--- src/rtl/hsv_core_commit_sink.sv ---
// hsv_core_commit_sink: retires commit beats, does writeback, counts instret and runs the unit flush handshake.
// commit_data layout: {writeback, rd_addr[4:0], rd_value[31:0], jump, jump_target[31:0]}.
module hsv_core_commit_sink #(
  parameter int NUM_UNITS     = 4,
  parameter int FLUSH_TIMEOUT = 64
) (
  input  logic                 clk_core,
  input  logic                 rst_core_n,
  input  logic [70:0]          commit_data,
  input  logic                 valid_i,
  output logic                 ready_o,
  input  logic                 ext_flush_i,
  output logic                 flush_req,
  input  logic [NUM_UNITS-1:0] flush_ack,
  output logic                 rf_we,
  output logic [4:0]           rf_waddr,
  output logic [31:0]          rf_wdata,
  output logic                 redirect_valid,
  output logic [31:0]          redirect_target,
  output logic [63:0]          instret,
  output logic                 flush_timeout
);
  localparam int CW = $clog2(FLUSH_TIMEOUT + 1);
  typedef enum logic {IDLE, FLUSH} state_e;
  state_e        state_q, state_d;
  logic [CW-1:0] cnt_q, cnt_d;
  logic          timeout_q, timeout_d;
  logic          rf_we_q, redirect_valid_q;
  logic [4:0]    rf_waddr_q;
  logic [31:0]   rf_wdata_q, redirect_target_q;
  logic [63:0]   instret_q;
  logic          wb, jmp, accept, do_wb, do_jmp;
  logic [4:0]    rd;
  logic [31:0]   rd_val, tgt;
  assign {wb, rd, rd_val, jmp, tgt} = commit_data;
  assign accept = (state_q == IDLE) && valid_i;
  assign do_wb  = accept && wb && (rd != 5'd0);
  assign do_jmp = accept && jmp;
  // cnt must reach 1 before acks count, so acks still high from before the request are ignored
  always_comb begin
    state_d   = state_q;
    cnt_d     = '0;
    timeout_d = timeout_q;
    if (state_q == IDLE) begin
      state_d = (do_jmp || ext_flush_i) ? FLUSH : IDLE;
    end else begin
      cnt_d     = (cnt_q == CW'(FLUSH_TIMEOUT)) ? cnt_q : cnt_q + CW'(1);
      state_d   = (cnt_q != '0 && &flush_ack) ? IDLE : FLUSH;
      timeout_d = timeout_q || (state_d == FLUSH && cnt_d == CW'(FLUSH_TIMEOUT));
    end
  end
  always_ff @(posedge clk_core or negedge rst_core_n) begin
    if (!rst_core_n) begin
      state_q           <= FLUSH;
      cnt_q             <= '0;
      timeout_q         <= 1'b0;
      rf_we_q           <= 1'b0;
      rf_waddr_q        <= '0;
      rf_wdata_q        <= '0;
      redirect_valid_q  <= 1'b0;
      redirect_target_q <= '0;
      instret_q         <= '0;
    end else begin
      state_q          <= state_d;
      cnt_q            <= cnt_d;
      timeout_q        <= timeout_d;
      rf_we_q          <= do_wb;
      redirect_valid_q <= do_jmp;
      if (do_wb) begin
        rf_waddr_q <= rd;
        rf_wdata_q <= rd_val;
      end
      if (do_jmp) redirect_target_q <= tgt;
      if (accept) instret_q <= instret_q + 64'd1;
    end
  end
  assign ready_o         = state_q == IDLE;
  assign flush_req       = state_q == FLUSH;
  assign rf_we           = rf_we_q;
  assign rf_waddr        = rf_waddr_q;
  assign rf_wdata        = rf_wdata_q;
  assign redirect_valid  = redirect_valid_q;
  assign redirect_target = redirect_target_q;
  assign instret         = instret_q;
  assign flush_timeout   = timeout_q;
endmodule

--- config.mk ---
export PLATFORM = sky130hd
export DESIGN_NAME = hsv_core_commit_sink
export DESIGN_NICKNAME = d
export VERILOG_FILES = /design/src/rtl/hsv_core_commit_sink.sv
export SDC_FILE = /design/constraint.sdc
export NUM_CORES = 1
export LEC_CHECK = 0
export CELL_PAD_IN_SITES_DETAIL_PLACEMENT = 0
export CELL_PAD_IN_SITES_GLOBAL_PLACEMENT = 1
export CORE_MARGIN = 1.5
export CORE_UTILIZATION = 35
export CTS_CLUSTER_DIAMETER = 60
export DETAILED_ROUTE_END_ITERATION = 8
export PLACE_DENSITY = 0.9
export SETUP_SLACK_MARGIN = 0.2
export SYNTH_ARGS = -nofsm -noshare
export SYNTH_HDL_FRONTEND = slang
export SYNTH_SLANG_ARGS = --single-unit
--- constraint.sdc ---
create_clock -name clk_core -period 2.3 [get_ports clk_core]
set_clock_uncertainty 0.15 [all_clocks]
set_input_delay 0.46 -clock clk_core [delete_from_list [all_inputs] [get_ports clk_core]]
set_output_delay 0.46 -clock clk_core [all_outputs]
set_load 0.01 [all_outputs]
# Word-level counts from Yosys, hierarchy flattened
# Cells that the tools add are included.
[totals]
regBits = 144
output_inout_bits = 138
wordCells = 30
[op_classes]
add_sub_neg = 2
n_eq_ne = 2
muxes = 5
bitwise_logic = 1
reduce_logical = 11
[ops]
columns = ["op", "n"]
rows = [
  ["64-bit by 1-bit adder with 64-bit output (second input constant)", 1],
  ["7-bit == test (second input constant)", 2],
  ["7-bit two-way mux", 2],
  ["7-bit by 1-bit adder with 7-bit output (second input constant)", 1],
  ["7-bit nonzero test", 1],
  ["1-bit logical AND", 6],
  ["5-bit nonzero test", 1],
  ["4-bit AND reduction", 1],
  ["1-bit two-way mux", 3],
  ["1-bit logical OR", 2],
  ["1-bit NOT", 1],
]

# Depth between registers and ports, before layout
# Gate-level depths: netlist (run 1).
[depth]
word_depth = 6
ltp_mapped = 7
mapped_depth_nobuf = 7

# Least setup slack after synthesis (run 1)
# Ideal clock, no wire load.
[synth_path]
path_kind = "flip-flop to flip-flop"
from = "reg instret_q[13] (netlist: instret[13])"
to = "reg instret_q[32] (netlist: instret[32])"
setup_time_ps = 126
arrival_time_ps = 1753
slack_ps = 271
path_stages_with_launch = 6
path_cell_list = "dfrtp_1 nand3_1 or4_4 nor3_2 nand4_1 xnor2_1"
[synth_between]
elab_chain_cells = 1
[synth_lines]
columns = ["element", "line_no", "source"]
rows = [
  ["from (decl)", "31", "logic [63:0] instret_q;"],
  ["from (signal assigned)", "74", "if (accept) instret_q <= instret_q + 64'd1;"],
  ["64-bit by 1-bit adder with 64-bit output", "74", ""],
]
# No other way between the ends.
# A chain may end at the register's enable or synchronous reset.

# Worst setup path after layout (run 1)
[layout_path]
from = "reg instret_q[43] (netlist: instret[43])"
to = "out instret[43]"
[layout_lines]
columns = ["element", "line_no", "source"]
rows = [
  ["to (decl)", "20", "output logic [63:0] instret,"],
]
# No word-level cell between the ends.

==> flow_summary.toml, run 1 <==
[status]
outcome = "finished, final reports clean"

[sta]
period_share_pct = 90.3
setup-violations-final = 0
worst_slew_margin_rel_pct = 64.3
hold_viol = 0
slew_viol_final = 0
worstMarginPinSlew_ns = 0.535
fin_tns_setup_ns = 0
fin_crit_ns = 2.08
max_clock_freq_mhz = 482
holdWs_ns = 0.319
rsz0062_at_grt = "yes"

[synth]
synth_edf_count = 0
synthCells = 554
ys.flop_type = "dfrtp_1"
yosys_warnings = 0
syn-num-nets = 636
synth_commonest_cells = "143 x dfrtp_1, 131 x nand2_1, 38 x xor2_1"
synth_area_um2 = 6220
synth.area.top_cells = "dfrtp_1 58%, nand2_1 7.9%, mux2_2 6.3%"
asyncSetResetFlopFracSynth_pct = 100
yosys.area.top_type = "dfrtp_1"
yosysSeqAreaShare_pct = 58.0
synth.avg_cell_area_um2 = 11.2
synth_top_area_share_pct = 57.5
synth.distinct_cells = 42
yosysMostFrequentCell = "dfrtp_1"
ys_ff_latch = 144

[floorplanning]
initial_core_util_pct = 35.8
die_x_um = 136
die_area_um2 = 18600
die_height_um = 136
pin_count = 217
row_count = 48
core_area_um2 = 17400

[clock_network]
clk_pin_slew_ns = 0.06
cts_tree = "built"
cts_buffer_depth = 2
cts_made_buffers = 17
htree_levels = 4
clock-sinks = 144
root_buffer = "clkbuf_16"
clock_latency_ns = 0.41

[route]
wl_per_cell_um = 15.5
wl_mm = 16.5
dr.pass1.iters = 4
via_count = 5056
drc = 0
ant_nets = 0
post_drt_via_cell_ratio = 4.75
first_iter_violations = 227

[power_and_ir_drop]
swShare_pct = 28.0
comb_power_share_pct = 29.3
p_leak_uw = 0.00468
p_seq_share_pct = 40.1
pwr-share-clk_pct = 30.7
p_per_area_nw_per_um2 = 912
worst_ir_drop_vdd_uv = 583
power.switching_uw = 2490
intPower_uw = 6410

[finish]
seqCellArea_um2 = 3620
n_fill_cell = 1508
multi_input_area_um2 = 2590
utilization_pct = 56.3
area_delta_synth_final_pct = 57.0
fin_nets = 911
drive_gt1_share_pct = 19.3
n_antenna_cell = 0

[setup_path]
cp_slowest_stage_delay_ns = 0.58
worstPathRequired_ns = 1.69
cp_slowest_cell = "clkdlybuf4s50_1"
path_class = "reg -> out"
worstPathBufferInverterCount = 1
startpoint_type = "flop"
cp_cell_sequence = "clkdlybuf4s50_1"
crit_family = "buffers and inverters"
path_max_fanout = 6
end_kind = "output port"
reg2reg_slack_ns = 0.26
cp.arrival_ns = 1.47

[grt]
track_usage_pct = 18.1
antenna_found_initial = 0
grt.overflow.total = 0
grt_max_degree = 54
grt_pass1_vias = 4997
grt_pass1_wl_mm = 25.9

[place]
place_congestion = 0.776
dpl.hpwl_mm = 12.3
portBuffers = 216

[run]
max_cap_viol_count = 0

[hold_path]
min_path_type = "reg -> reg"
-- logic make-up after synthesis --
kind of cell,after synthesis,share of synthesized area (%)
compound gates,8,0.946
xor+xnor,71,10.0
fa+ha+maj,3,0.604
buf+inv,23,1.47
flops,144,58.0
mux,35,6.34
simple gates,270,22.7
-- final timing paths --
path / to / cells after the start / start
setup / recovery: instret[43] / 1 / instret[43]
hold / removal: rf_wdata[25] / 2 / rf_wdata[25]
setup reg to reg: instret[32] / 5 / instret[15]
hold reg to reg: rf_wdata[25] / 2 / rf_wdata[25]
max in group asynchronous: instret[10] / 3 / rst_core_n
min in group asynchronous: rf_wdata[26] / 2 / rst_core_n
-- cell usage in the layout, fill, tap and decap left out, types with 8 or more instances in the layout --
cell type | synthesis | layout
nand3_1 | 26 | 24
nand4_1 | 27 | 27
mux2_2 | 35 | 35
dlymetal6s2s_1 | 0 | 10
dfrtp_1 | 143 | 130
xor2_1 | 38 | 38
dlygate4sd2_1 | 0 | 9
xnor2_1 | 33 | 33
dfrtp_2 | 0 | 13
clkbuf_16 | 0 | 17
inv_1 | 8 | 8
nor2_1 | 31 | 28
buf_4 | 0 | 45
clkdlybuf4s50_1 | 0 | 196
nand2_1 | 131 | 131
nor3_1 | 15 | 12
-- worst register-to-register path: cells and delay by family, from the launching register on --
family	cells	cell delay (ns)
and+or+nand+nor	4	1.19
DFF	1	0.43
xor gates and xnor gates	1	0.15
-- through the flow --
stage / area [um2] / cells / setup slack, ns / total power (uW)
final: 9760 / 1065 / 0.224 / 8900
after global routing: 9760 / 1065 / 0.117 / 9370
after CTS: 9620 / 1057 / 0.112 / 9020
after detailed placement: 8990 / 1024 / -0.237 / 6260
after global placement: 8990 / 1024 / -0.224 / 6200
after floorplan: 6220 / 554 / 0.271 / 4580
-- layer usage --
metal | global-route usage (%) | wire length (um) | part of all wire, %
met5 | 0 | 0 | 0
met4 | 6.03 | 275 | 1.7
met3 | 5.00 | 795 | 4.8
met2 | 30.3 | 8390 | 51
met1 | 22.6 | 7000 | 43
-- layout make-up --
type,count,share of cell area [%]
clock buffers,21,4.82
clock inverters,9,1.11
inverters,9,0.346
multi-input cells,387,26.5
flip-flops and latches,144,37.1
well taps,225,2.88
repair buffers,270,27.2
-- state kept, by name, summed over array words and instances (netlist names) --
register / cells
cnt_q: 7
redirect_target: 32
instret: 64
rf_wdata: 32
flush_req: 1
rf_we: 1
rf_waddr: 5
redirect_valid: 1
flush_timeout: 1
-- what timing repair did --
action | 4_1_cts | 5_1_grt
pin swaps | 1 | 7
hold buffers | 1 | 0
setup endpoints to repair | 26 | 44
endpoints found under the hold margin | 48 | 0
setup buffers | 2 | 8
gates resized for setup | 18 | 30
-- power by group through the flow --
stage	combinational, uW	clock [uW]	sequential [uW]
6_report	2600	2730	3570
2_1_floorplan	709	0	3870
3_3_place_gp	2620	0	3580
4_1_cts	2640	2800	3570
3_5_place_dp	2650	0	3620
5_1_grt	2810	2910	3660
Note: power is estimated with default switching activity, not from simulation.
==> run 2: changes to the inputs <==
- CORE_MARGIN: 1.5 -> not set
==> flow_summary.toml, run 2 (synthesis results as in run 1) <==
[clock_network]
htree_levels = 4
cts_tree = "built"
root_buffer = "clkbuf_16"
clock-sinks = 144
clock_latency_ns = 0.42
cts_buffer_depth = 2
cts_made_buffers = 17
clk_pin_slew_ns = 0.06

[route]
first_iter_violations = 219
dr.pass1.iters = 4
wl_per_cell_um = 15.7
drc = 0
post_drt_via_cell_ratio = 4.78
via_count = 5113
ant_nets = 0
wl_mm = 16.8

[sta]
slew_viol_final = 0
worstMarginPinSlew_ns = 0.477
max_clock_freq_mhz = 485
fin_crit_ns = 2.06
layout_setup_ws_ns = 0.240
fin_tns_setup_ns = 0
worst_slew_margin_rel_pct = 68.2
hold_viol = 0
period_share_pct = 89.6
setup-violations-final = 0
rsz0062_at_grt = "yes"

[run]
max_cap_viol_count = 0

[setup_path]
r2r_cells = 7
cp_cell_sequence = "clkdlybuf4s50_1 > or4_1 > o211ai_1 > buf_4 > buf_4 > mux2_2"
r2r_start = "instret[16]"
path_class = "in -> reg"
reg2reg_slack_ns = 0.31
worstPathBufferInverterCount = 3
reg2reg_to = "instret[43]"
cp_slowest_cell = "or4_1"
cp_slowest_stage_delay_ns = 0.52
startpoint_type = "primary input"
critPathCapture = "rf_waddr[4]"
path_depth = 6
cp.arrival_ns = 2.21
crit_family = "buffers and inverters"
cp_common_cell = "buf_4"
path_max_fanout = 2
end_kind = "flop"
worstPathRequired_ns = 2.45
crit_start = "commit_data[65]"

[grt]
grt_max_degree = 48
grt.overflow.total = 0
grt_pass1_vias = 5219
antenna_found_initial = 0
grt_pass1_wl_mm = 27.2
track_usage_pct = 19.4

[floorplanning]
die_area_um2 = 18300
pin_count = 217
die_height_um = 135
die_x_um = 135
initial_core_util_pct = 36.0
row_count = 48
core_area_um2 = 17300

[place]
place_congestion = 0.799
placedInstanceArea_um2 = 9020
placed_cells = 1024
dpl.hpwl_mm = 12.2
portBuffers = 216
post-place-ws_ns = -0.244

[finish]
n_fill_cell = 1475
layout_common_cells = "195 x clkdlybuf4s50_1, 131 x nand2_1, 120 x dfrtp_1"
n_antenna_cell = 0
largest_register_ffs = 64
drive_gt1_share_pct = 20.3
final_cell_area_um2 = 9780
finalNonFillerCells = 1069
area_delta_synth_final_pct = 57.3
layout_commonest_cell = "clkdlybuf4s50_1"
utilization_pct = 56.6
fin_nets = 913

[status]
outcome = "finished, final reports clean"

[power_and_ir_drop]
p_per_area_nw_per_um2 = 905
worst_ir_drop_vdd_uv = 587
p_leak_uw = 0.00465

[hold_path]
min_path_type = "reg -> reg"
==> run 2: area by class of cell <==
type	count	area [um2]	area share, %
inverter	9	36.3	0.371
sequential	144	3630	37.1
timing repair buffer	272	2690	27.5
multi-input combinational	387	2580	26.4
clock inverter	12	109	1.11
clock buffer	20	447	4.57
tap	225	282	2.88
==> run 2: worst register-to-register path, delay by kind of cell, from the launching register on <==
| family | cells | cell delay, ns |
|---|---|---|
| simple gates | 4 | 0.80 |
| flops | 1 | 0.43 |
| buf+inv | 2 | 0.38 |
| xor+xnor | 1 | 0.16 |
==> run 2: layer usage <==
| layer | global-route usage [%] | share of wire, % | wire (um) |
|---|---|---|---|
| met1 | 24.3 | 43 | 7170 |
| met2 | 31.1 | 50 | 8300 |
| met3 | 4.75 | 4.8 | 798 |
| met4 | 9.74 | 3.0 | 497 |
| met5 | 0 | 0 | 0 |
==> run 2: repair_timing <==
item                                    CTS  global route
hold buffers                              1             0
pin swaps                                 2             4
setup buffers                             3             9
endpoints found under the setup margin   23            59
resized for setup                        19            38
hold endpoints to repair                 42             0
==> run 2: where the power goes <==
| group | switching [uW] | total [uW] | internal (uW) |
|---|---|---|---|
| clock | 1100 | 2620 | 1520 |
| combinational | 1050 | 2650 | 1610 |
| sequential | 398 | 3570 | 3180 |
==> run 2: how the worst min path moves through the flow <==
| stage | startpoint | to | slack [ns] | cells after the start |
|---|---|---|---|---|
| after global placement | rst_core_n | rf_wdata[3] | 0.29 | 1 |
| after CTS | instret[63] | instret[63] | 0.32 | 1 |
| final | rf_wdata[10] | rf_wdata[10] | 0.32 | 2 |
| after global routing | instret[63] | instret[63] | 0.34 | 1 |
| after detailed placement | rst_core_n | rf_wdata[3] | 0.29 | 1 |
| after floorplan | rst_core_n | cnt_q[0] | 0.01 | 0 |
==> run 2: through the flow <==
step,hold WS [ns],total power (uW)
3_5_place_dp,0.291,6270
2_1_floorplan,0.0144,4580
3_3_place_gp,0.294,6210
5_1_grt,0.339,9340
4_1_cts,0.324,8960
6_report,0.318,8850
